File: config.mk
export PLATFORM = sky130hd
export DESIGN_NAME = ps2_transmitator
export DESIGN_NICKNAME = d
export VERILOG_FILES = /design/src/rtl/ps2_pkg.sv /design/src/rtl/ps2_sincronizator.sv /design/src/rtl/ps2_transmitator.sv
export SDC_FILE = /design/constraint.sdc
export NUM_CORES = 1
export LEC_CHECK = 0
export ABC_AREA = 1
export BUFFER_PORTS_ARGS = -buffer_cell sky130_fd_sc_hd__buf_2
export CORE_UTILIZATION = 60
export DETAILED_ROUTE_END_ITERATION = 16
export HOLD_SLACK_MARGIN = 0.08
export PLACE_DENSITY = 0.88
export SLEW_MARGIN = 25
export SYNTH_ARGS = -nofsm -noshare
export SYNTH_HDL_FRONTEND = slang
export SYNTH_SLANG_ARGS = --single-unit
File: constraint.sdc
create_clock -name clk_i -period 2.3 [get_ports clk_i]
set_input_delay 0.46 -clock clk_i [delete_from_list [all_inputs] [get_ports clk_i]]
set_output_delay 0.46 -clock clk_i [all_outputs]
set_load 0.02 [all_outputs]
File: src/rtl/ps2_pkg.sv
// Shared definitions for the PS/2 host-side transmit path: FSM encoding,
// frame length and the odd-parity rule.
package ps2_pkg;

   typedef logic [2:0] ps2_state_t;

   localparam ps2_state_t ST_IDLE      = 3'd0;
   localparam ps2_state_t ST_INHIBIT   = 3'd1;
   localparam ps2_state_t ST_RTS       = 3'd2;
   localparam ps2_state_t ST_SEND      = 3'd3;
   localparam ps2_state_t ST_WAIT_IDLE = 3'd4;

   // Start bit is driven during RTS, so the device clocks 11 edges:
   // 8 data, parity, stop and the ACK slot.
   localparam int unsigned PS2_FRAME_BITS = 11;

   localparam int unsigned CNT_W = 20;

   // PS/2 uses odd parity: the parity bit makes the total count of ones odd.
   function automatic logic odd_parity(input logic [7:0] d);
      return ~^d;
   endfunction

endpackage

File: src/rtl/ps2_sincronizator.sv
// Two-flop synchroniser for the raw PS/2 clock and data lines, with a
// one-cycle pulse on each falling edge of the synchronised clock.
module ps2_sincronizator (
   input  logic clk_i,
   input  logic rst_ni,
   input  logic ps2_clk_i,
   input  logic ps2_data_i,
   output logic clk_sync_o,
   output logic data_sync_o,
   output logic clk_fe_o
);

   logic [1:0] clk_ff_q;
   logic [1:0] data_ff_q;
   logic       clk_prev_q;

   // Reset to the idle-high bus level so no spurious edge follows reset.
   always_ff @(posedge clk_i or negedge rst_ni) begin
      if (!rst_ni) begin
         clk_ff_q   <= 2'b11;
         data_ff_q  <= 2'b11;
         clk_prev_q <= 1'b1;
      end else begin
         clk_ff_q   <= {clk_ff_q[0], ps2_clk_i};
         data_ff_q  <= {data_ff_q[0], ps2_data_i};
         clk_prev_q <= clk_ff_q[1];
      end
   end

   assign clk_sync_o  = clk_ff_q[1];
   assign data_sync_o = data_ff_q[1];
   assign clk_fe_o    = clk_prev_q & ~clk_ff_q[1];

endmodule

File: src/rtl/ps2_transmitator.sv
// Host-to-device PS/2 byte transmitter: request-to-send, clocks out a frame
// on device-generated clock edges, checks the ACK and bounds the transfer time.
module ps2_transmitator
   import ps2_pkg::*;
#(
   parameter int unsigned INHIBIT_CYC = 5000,
   parameter int unsigned TIMEOUT_CYC = 750000
) (
   input  logic       clk_i,
   input  logic       rst_ni,
   input  logic       start_i,
   input  logic [7:0] data_i,
   output logic       busy_o,
   output logic       done_o,
   output logic       err_o,
   input  logic       ps2_clk_i,
   input  logic       ps2_data_i,
   output logic       ps2_clk_oe_o,
   output logic       ps2_data_oe_o
);

   localparam logic [CNT_W-1:0] InhibitLoad = CNT_W'(INHIBIT_CYC - 1);
   localparam logic [CNT_W-1:0] TimeoutLoad = CNT_W'(TIMEOUT_CYC - 1);
   localparam logic             InhibitOne  = (INHIBIT_CYC == 1);

   logic clk_sync;
   logic data_sync;
   logic clk_fe;

   ps2_sincronizator u_sync (
      .clk_i       (clk_i),
      .rst_ni      (rst_ni),
      .ps2_clk_i   (ps2_clk_i),
      .ps2_data_i  (ps2_data_i),
      .clk_sync_o  (clk_sync),
      .data_sync_o (data_sync),
      .clk_fe_o    (clk_fe)
   );

   ps2_state_t       state_q, state_d;
   logic [7:0]       data_q, data_d;
   logic             par_q, par_d;
   logic [3:0]       bit_cnt_q, bit_cnt_d;
   logic [CNT_W-1:0] cnt_q, cnt_d;
   logic             busy_q, busy_d;
   logic             done_q, done_d;
   logic             err_q, err_d;
   logic             clk_oe_q, clk_oe_d;
   logic             data_oe_q, data_oe_d;
   logic             tmo_hit;

   // The shared down-counter doubles as the timeout budget once the clock is released.
   assign tmo_hit = ((state_q == ST_SEND) || (state_q == ST_WAIT_IDLE)) && (cnt_q == '0);

   always_comb begin
      state_d   = state_q;
      data_d    = data_q;
      par_d     = par_q;
      bit_cnt_d = bit_cnt_q;
      cnt_d     = cnt_q;
      busy_d    = busy_q;
      done_d    = 1'b0;
      err_d     = 1'b0;
      clk_oe_d  = clk_oe_q;
      data_oe_d = data_oe_q;

      if (tmo_hit) begin
         state_d   = ST_IDLE;
         busy_d    = 1'b0;
         err_d     = 1'b1;
         clk_oe_d  = 1'b0;
         data_oe_d = 1'b0;
      end else begin
         case (state_q)
            ST_IDLE: begin
               clk_oe_d  = 1'b0;
               data_oe_d = 1'b0;
               if (start_i) begin
                  data_d    = data_i;
                  par_d     = odd_parity(data_i);
                  bit_cnt_d = 4'd0;
                  cnt_d     = InhibitLoad;
                  busy_d    = 1'b1;
                  clk_oe_d  = 1'b1;
                  data_oe_d = InhibitOne;
                  state_d   = ST_INHIBIT;
               end
            end

            ST_INHIBIT: begin
               if (cnt_q == '0) begin
                  clk_oe_d = 1'b0;
                  cnt_d    = TimeoutLoad;
                  state_d  = ST_RTS;
               end else begin
                  cnt_d = cnt_q - 1'b1;
                  if (cnt_q == CNT_W'(1)) begin
                     data_oe_d = 1'b1;
                  end
               end
            end

            ST_RTS: begin
               cnt_d   = cnt_q - 1'b1;
               state_d = ST_SEND;
            end

            ST_SEND: begin
               cnt_d = cnt_q - 1'b1;
               if (clk_fe) begin
                  bit_cnt_d = bit_cnt_q + 4'd1;
                  if (bit_cnt_d == 4'(PS2_FRAME_BITS)) begin
                     data_oe_d = 1'b0;
                     if (data_sync) begin
                        err_d   = 1'b1;
                        busy_d  = 1'b0;
                        state_d = ST_IDLE;
                     end else begin
                        state_d = ST_WAIT_IDLE;
                     end
                  end else if (bit_cnt_d == 4'(PS2_FRAME_BITS - 1)) begin
                     data_oe_d = 1'b0;
                  end else if (bit_cnt_d == 4'(PS2_FRAME_BITS - 2)) begin
                     data_oe_d = ~par_q;
                  end else begin
                     data_oe_d = ~data_q[bit_cnt_q[2:0]];
                  end
               end
            end

            ST_WAIT_IDLE: begin
               cnt_d = cnt_q - 1'b1;
               if (clk_sync && data_sync) begin
                  done_d  = 1'b1;
                  busy_d  = 1'b0;
                  state_d = ST_IDLE;
               end
            end

            default: begin
               state_d   = ST_IDLE;
               busy_d    = 1'b0;
               clk_oe_d  = 1'b0;
               data_oe_d = 1'b0;
            end
         endcase
      end
   end

   always_ff @(posedge clk_i or negedge rst_ni) begin
      if (!rst_ni) begin
         state_q   <= ST_IDLE;
         data_q    <= 8'h00;
         par_q     <= 1'b0;
         bit_cnt_q <= 4'd0;
         cnt_q     <= '0;
         busy_q    <= 1'b0;
         done_q    <= 1'b0;
         err_q     <= 1'b0;
         clk_oe_q  <= 1'b0;
         data_oe_q <= 1'b0;
      end else begin
         state_q   <= state_d;
         data_q    <= data_d;
         par_q     <= par_d;
         bit_cnt_q <= bit_cnt_d;
         cnt_q     <= cnt_d;
         busy_q    <= busy_d;
         done_q    <= done_d;
         err_q     <= err_d;
         clk_oe_q  <= clk_oe_d;
         data_oe_q <= data_oe_d;
      end
   end

   assign busy_o        = busy_q;
   assign done_o        = done_q;
   assign err_o         = err_q;
   assign ps2_clk_oe_o  = clk_oe_q;
   assign ps2_data_oe_o = data_oe_q;

endmodule

==> run metrics <==
IO Count=18; stages on the worst setup path=11; R2R setup slack=450 ps; fin cells=445; fmax=539.2 MHz; worst setup path category=flip-flop to flip-flop; Setup crit end kind=flip-flop; commonest non-fill, non-tap cell in the layout=nand2_1; gpl congestion=0.9782; first-pass GRT wire length=10140 µm; Worst path max stage delay=410 ps; DP HPWL=4237 µm; layout overhead on the synthesized area=9.128%; Max Clock Skew=approximately 8 ps; Reg2Reg Depth=11; Root Buffer Master=clkbuf_8; most frequent cells in the layout=102 x nand2_1, 47 x inv_1, 41 x dfrtp_1; antenna cells=0; post-route antenna net violation count=0; CTS tree=done; CTS clk-pin slew, worst paths=90 ps; drt first-iter violations=158; Static Leak=1.573 nW; Sequential Power Share=0.359; Final Hold Vio Count=0; IO Port Bufs=17; grt ovf=0; final instance area=3052 µm²; clk buf depth=2; maximum capacitance violations=0; Internal Dissipation=1.902 mW; die area=around 5000 µm²; Post-DP Area=2938 µm²; CP max-delay cell=dfrtp_1; Peak VDD IR=slightly above 0.8 mV; die extent in x=70.27 µm; cts bufs inserted=5; RSZ-0062 raised after global routing=false; largest net degree at the start of global routing=38; FFs w/ async S/R, synth=1.000; Via density=5.506; CP Launch Point=cnt_q[0]$_DFFE_PN0P_; Row Count=24; worst setup margin=445.4 ps; Req. time, crit path=between 2000 and 3000 ps; Detailed Routing Iterations Pass 1=5; initial antenna violation count=0; crit path cell chain=inv_1, ha_1, nand2_2, nor2_4, nand3_2, nand2_2, nand2_1, nor2_2, inv_2, nand2_1, nor2_1; Post-synth EDFFs=0; utilization after layout=0.6913; Setup WS pre-CTS=471.5 ps; wire per inst=12.76 µm; DP Cell Count=437; CTS sink cnt=46; startpoint types=flip-flop; Synth Register Bits=46; run status=complete, no violations; Vias=~2500; post-synth cell types=36; Net Sw Frac=0.4517; worst-margin pin slew=797.3 ps; total core area=~4400 µm²; hold crit path type=primary input to async pin; PwrDens=1137 nW/µm²; Vert. Die Dim=70.27 µm; power share of the combinational group=0.466; # DRC=0; register area share after synthesis=0.4139; H-tree depth=2; total detailed-routing wirelength=5679 µm; Final nets=412; Post-CTS Setup Bufs=0; synthesized area per cell=7.599 µm²; final setup vio count=0; Primary FF master, synth=dfrtp_1; CP delay by family, top=simple AND/OR/NAND/NOR gates; Clock Latency Late Sink=300 ps; vias in the first global route=~2400; gr usage total=0.2574; switching power=1.567 mW; Clock power frac=0.176; fin crit share=0.8063; RR Startpoint=cnt_q[0]$_DFFE_PN0P_; Syn. warnings=0; CTS Hold Bufs=0; layout cells sized above 1=0.1679; PostCTS Resize Cnt=0; slew margin rel.=0.4685; Synth Cell Area=2796 µm²; Post-Synthesis Cells=368; post-synth net total=388; Setup TNS=0 ps; Final Slew Violations=0; starting density of the core=0.6335; Crit Path Max Fanout=5; CP arrival=2060 ps; crit path buf inv count=2; fin crit period=1855 ps
cell type report:
class	count	area, µm²
well taps	52	65.06
repair buffers	20	107.6
inverters	50	192.7
multi-input cells	269	1415
clock buffers	5	68.82
flip-flops and latches	46	1157
clock inverters	3	45.04
fillers	328	1363
layer usage:
metal / wire (µm) / share of wire / global-route usage
met3: 259 / 0.046 / 0.04618
met5: 0 / 0 / 0
met4: 98 / 0.017 / 0.09778
met2: 2785 / 0.49 / 0.4381
met1: 2535 / 0.45 / 0.3248
power by group through the flow:
| stage | Sequential, mW | Combinational [mW] | Clock [mW] |
|---|---|---|---|
| 6_report | 1.24 | 1.62 | 0.609 |
| 5_1_grt | 1.28 | 1.85 | 0.650 |
| 4_1_cts | 1.24 | 1.61 | 0.624 |
| 3_5_place_dp | 1.25 | 1.60 | 0 |
| 3_3_place_gp | 1.25 | 1.56 | 0 |
| 2_1_floorplan | 1.24 | 1.27 | 0 |
worst paths after layout:
path                                                       to
worst max register to register          cnt_q[18]$_DFFE_PN0P_
worst min-delay path                     cnt_q[2]$_DFFE_PN0P_
max in group asynchronous               data_q[4]$_DFFE_PN0P_
worst max-delay path                    cnt_q[18]$_DFFE_PN0P_
min in group clk_i              u_sync.data_ff_q[0]$_DFF_PN1_
worst min register to register  u_sync.data_ff_q[1]$_DFF_PN1_
state kept, by name (all words and copies together) (netlist names):
name / count
ps2_data_oe_o: 1
state_q: 3
cnt_q: 20
bit_cnt_q: 4
u_sync.clk_ff_q: 2
u_sync.clk_prev_q: 1
ps2_clk_oe_o: 1
u_sync.data_ff_q: 2
data_q: 8
par_q: 1
done_o: 1
busy_o: 1
err_o: 1
cell usage after synthesis, types with 2 or more instances:
master,instances,area [µm²]
a22oi_1,2,15.01
nand2_2,7,43.79
dfstp_2,5,131.4
nor2_2,4,25.02
o21ai_2,5,43.79
a21oi_1,14,70.07
o21ai_1,3,15.01
nor2_1,37,138.9
nand3_1,31,155.2
nand3_2,3,30.03
inv_2,2,7.510
xor2_1,6,52.55
nor2_4,4,45.04
nand2_1,102,382.9
xnor2_1,7,61.31
dfrtp_1,41,1026
inv_1,47,176.4
ha_1,7,87.58
o21ai_0,18,90.09
nor3_1,5,25.02
nand4_1,3,18.77
through the flow:
| stage | hold slack, ps | power, mW |
|---|---|---|
| finish | 230.7 | 3.470 |
| global route | 234.1 | 3.779 |
| CTS | 243.0 | 3.480 |
| detailed placement | 348.2 | 2.859 |
| global placement | 345.7 | 2.812 |
| floorplan | 164.4 | 2.506 |
logic make-up after synthesis:
family / Yosys count / share of synthesized area
simple gates: 201 / 0.3306
buf+inv: 53 / 0.08009
compound gates: 47 / 0.09933
flops: 46 / 0.4139
xor+xnor: 13 / 0.04072
fa+ha+maj: 7 / 0.03132
mux: 1 / 0.004027
worst register-to-register path, cell delays in order (launching register included):
cell	delay [ps]
dfrtp_1	410
inv_1	120
ha_1	170
nand2_2	90
nor2_4	140
nand3_2	140
nand2_2	150
nand2_1	100
nor2_2	190
inv_2	110
nand2_1	80
nor2_1	40
Power figures use the tool's default switching activity.
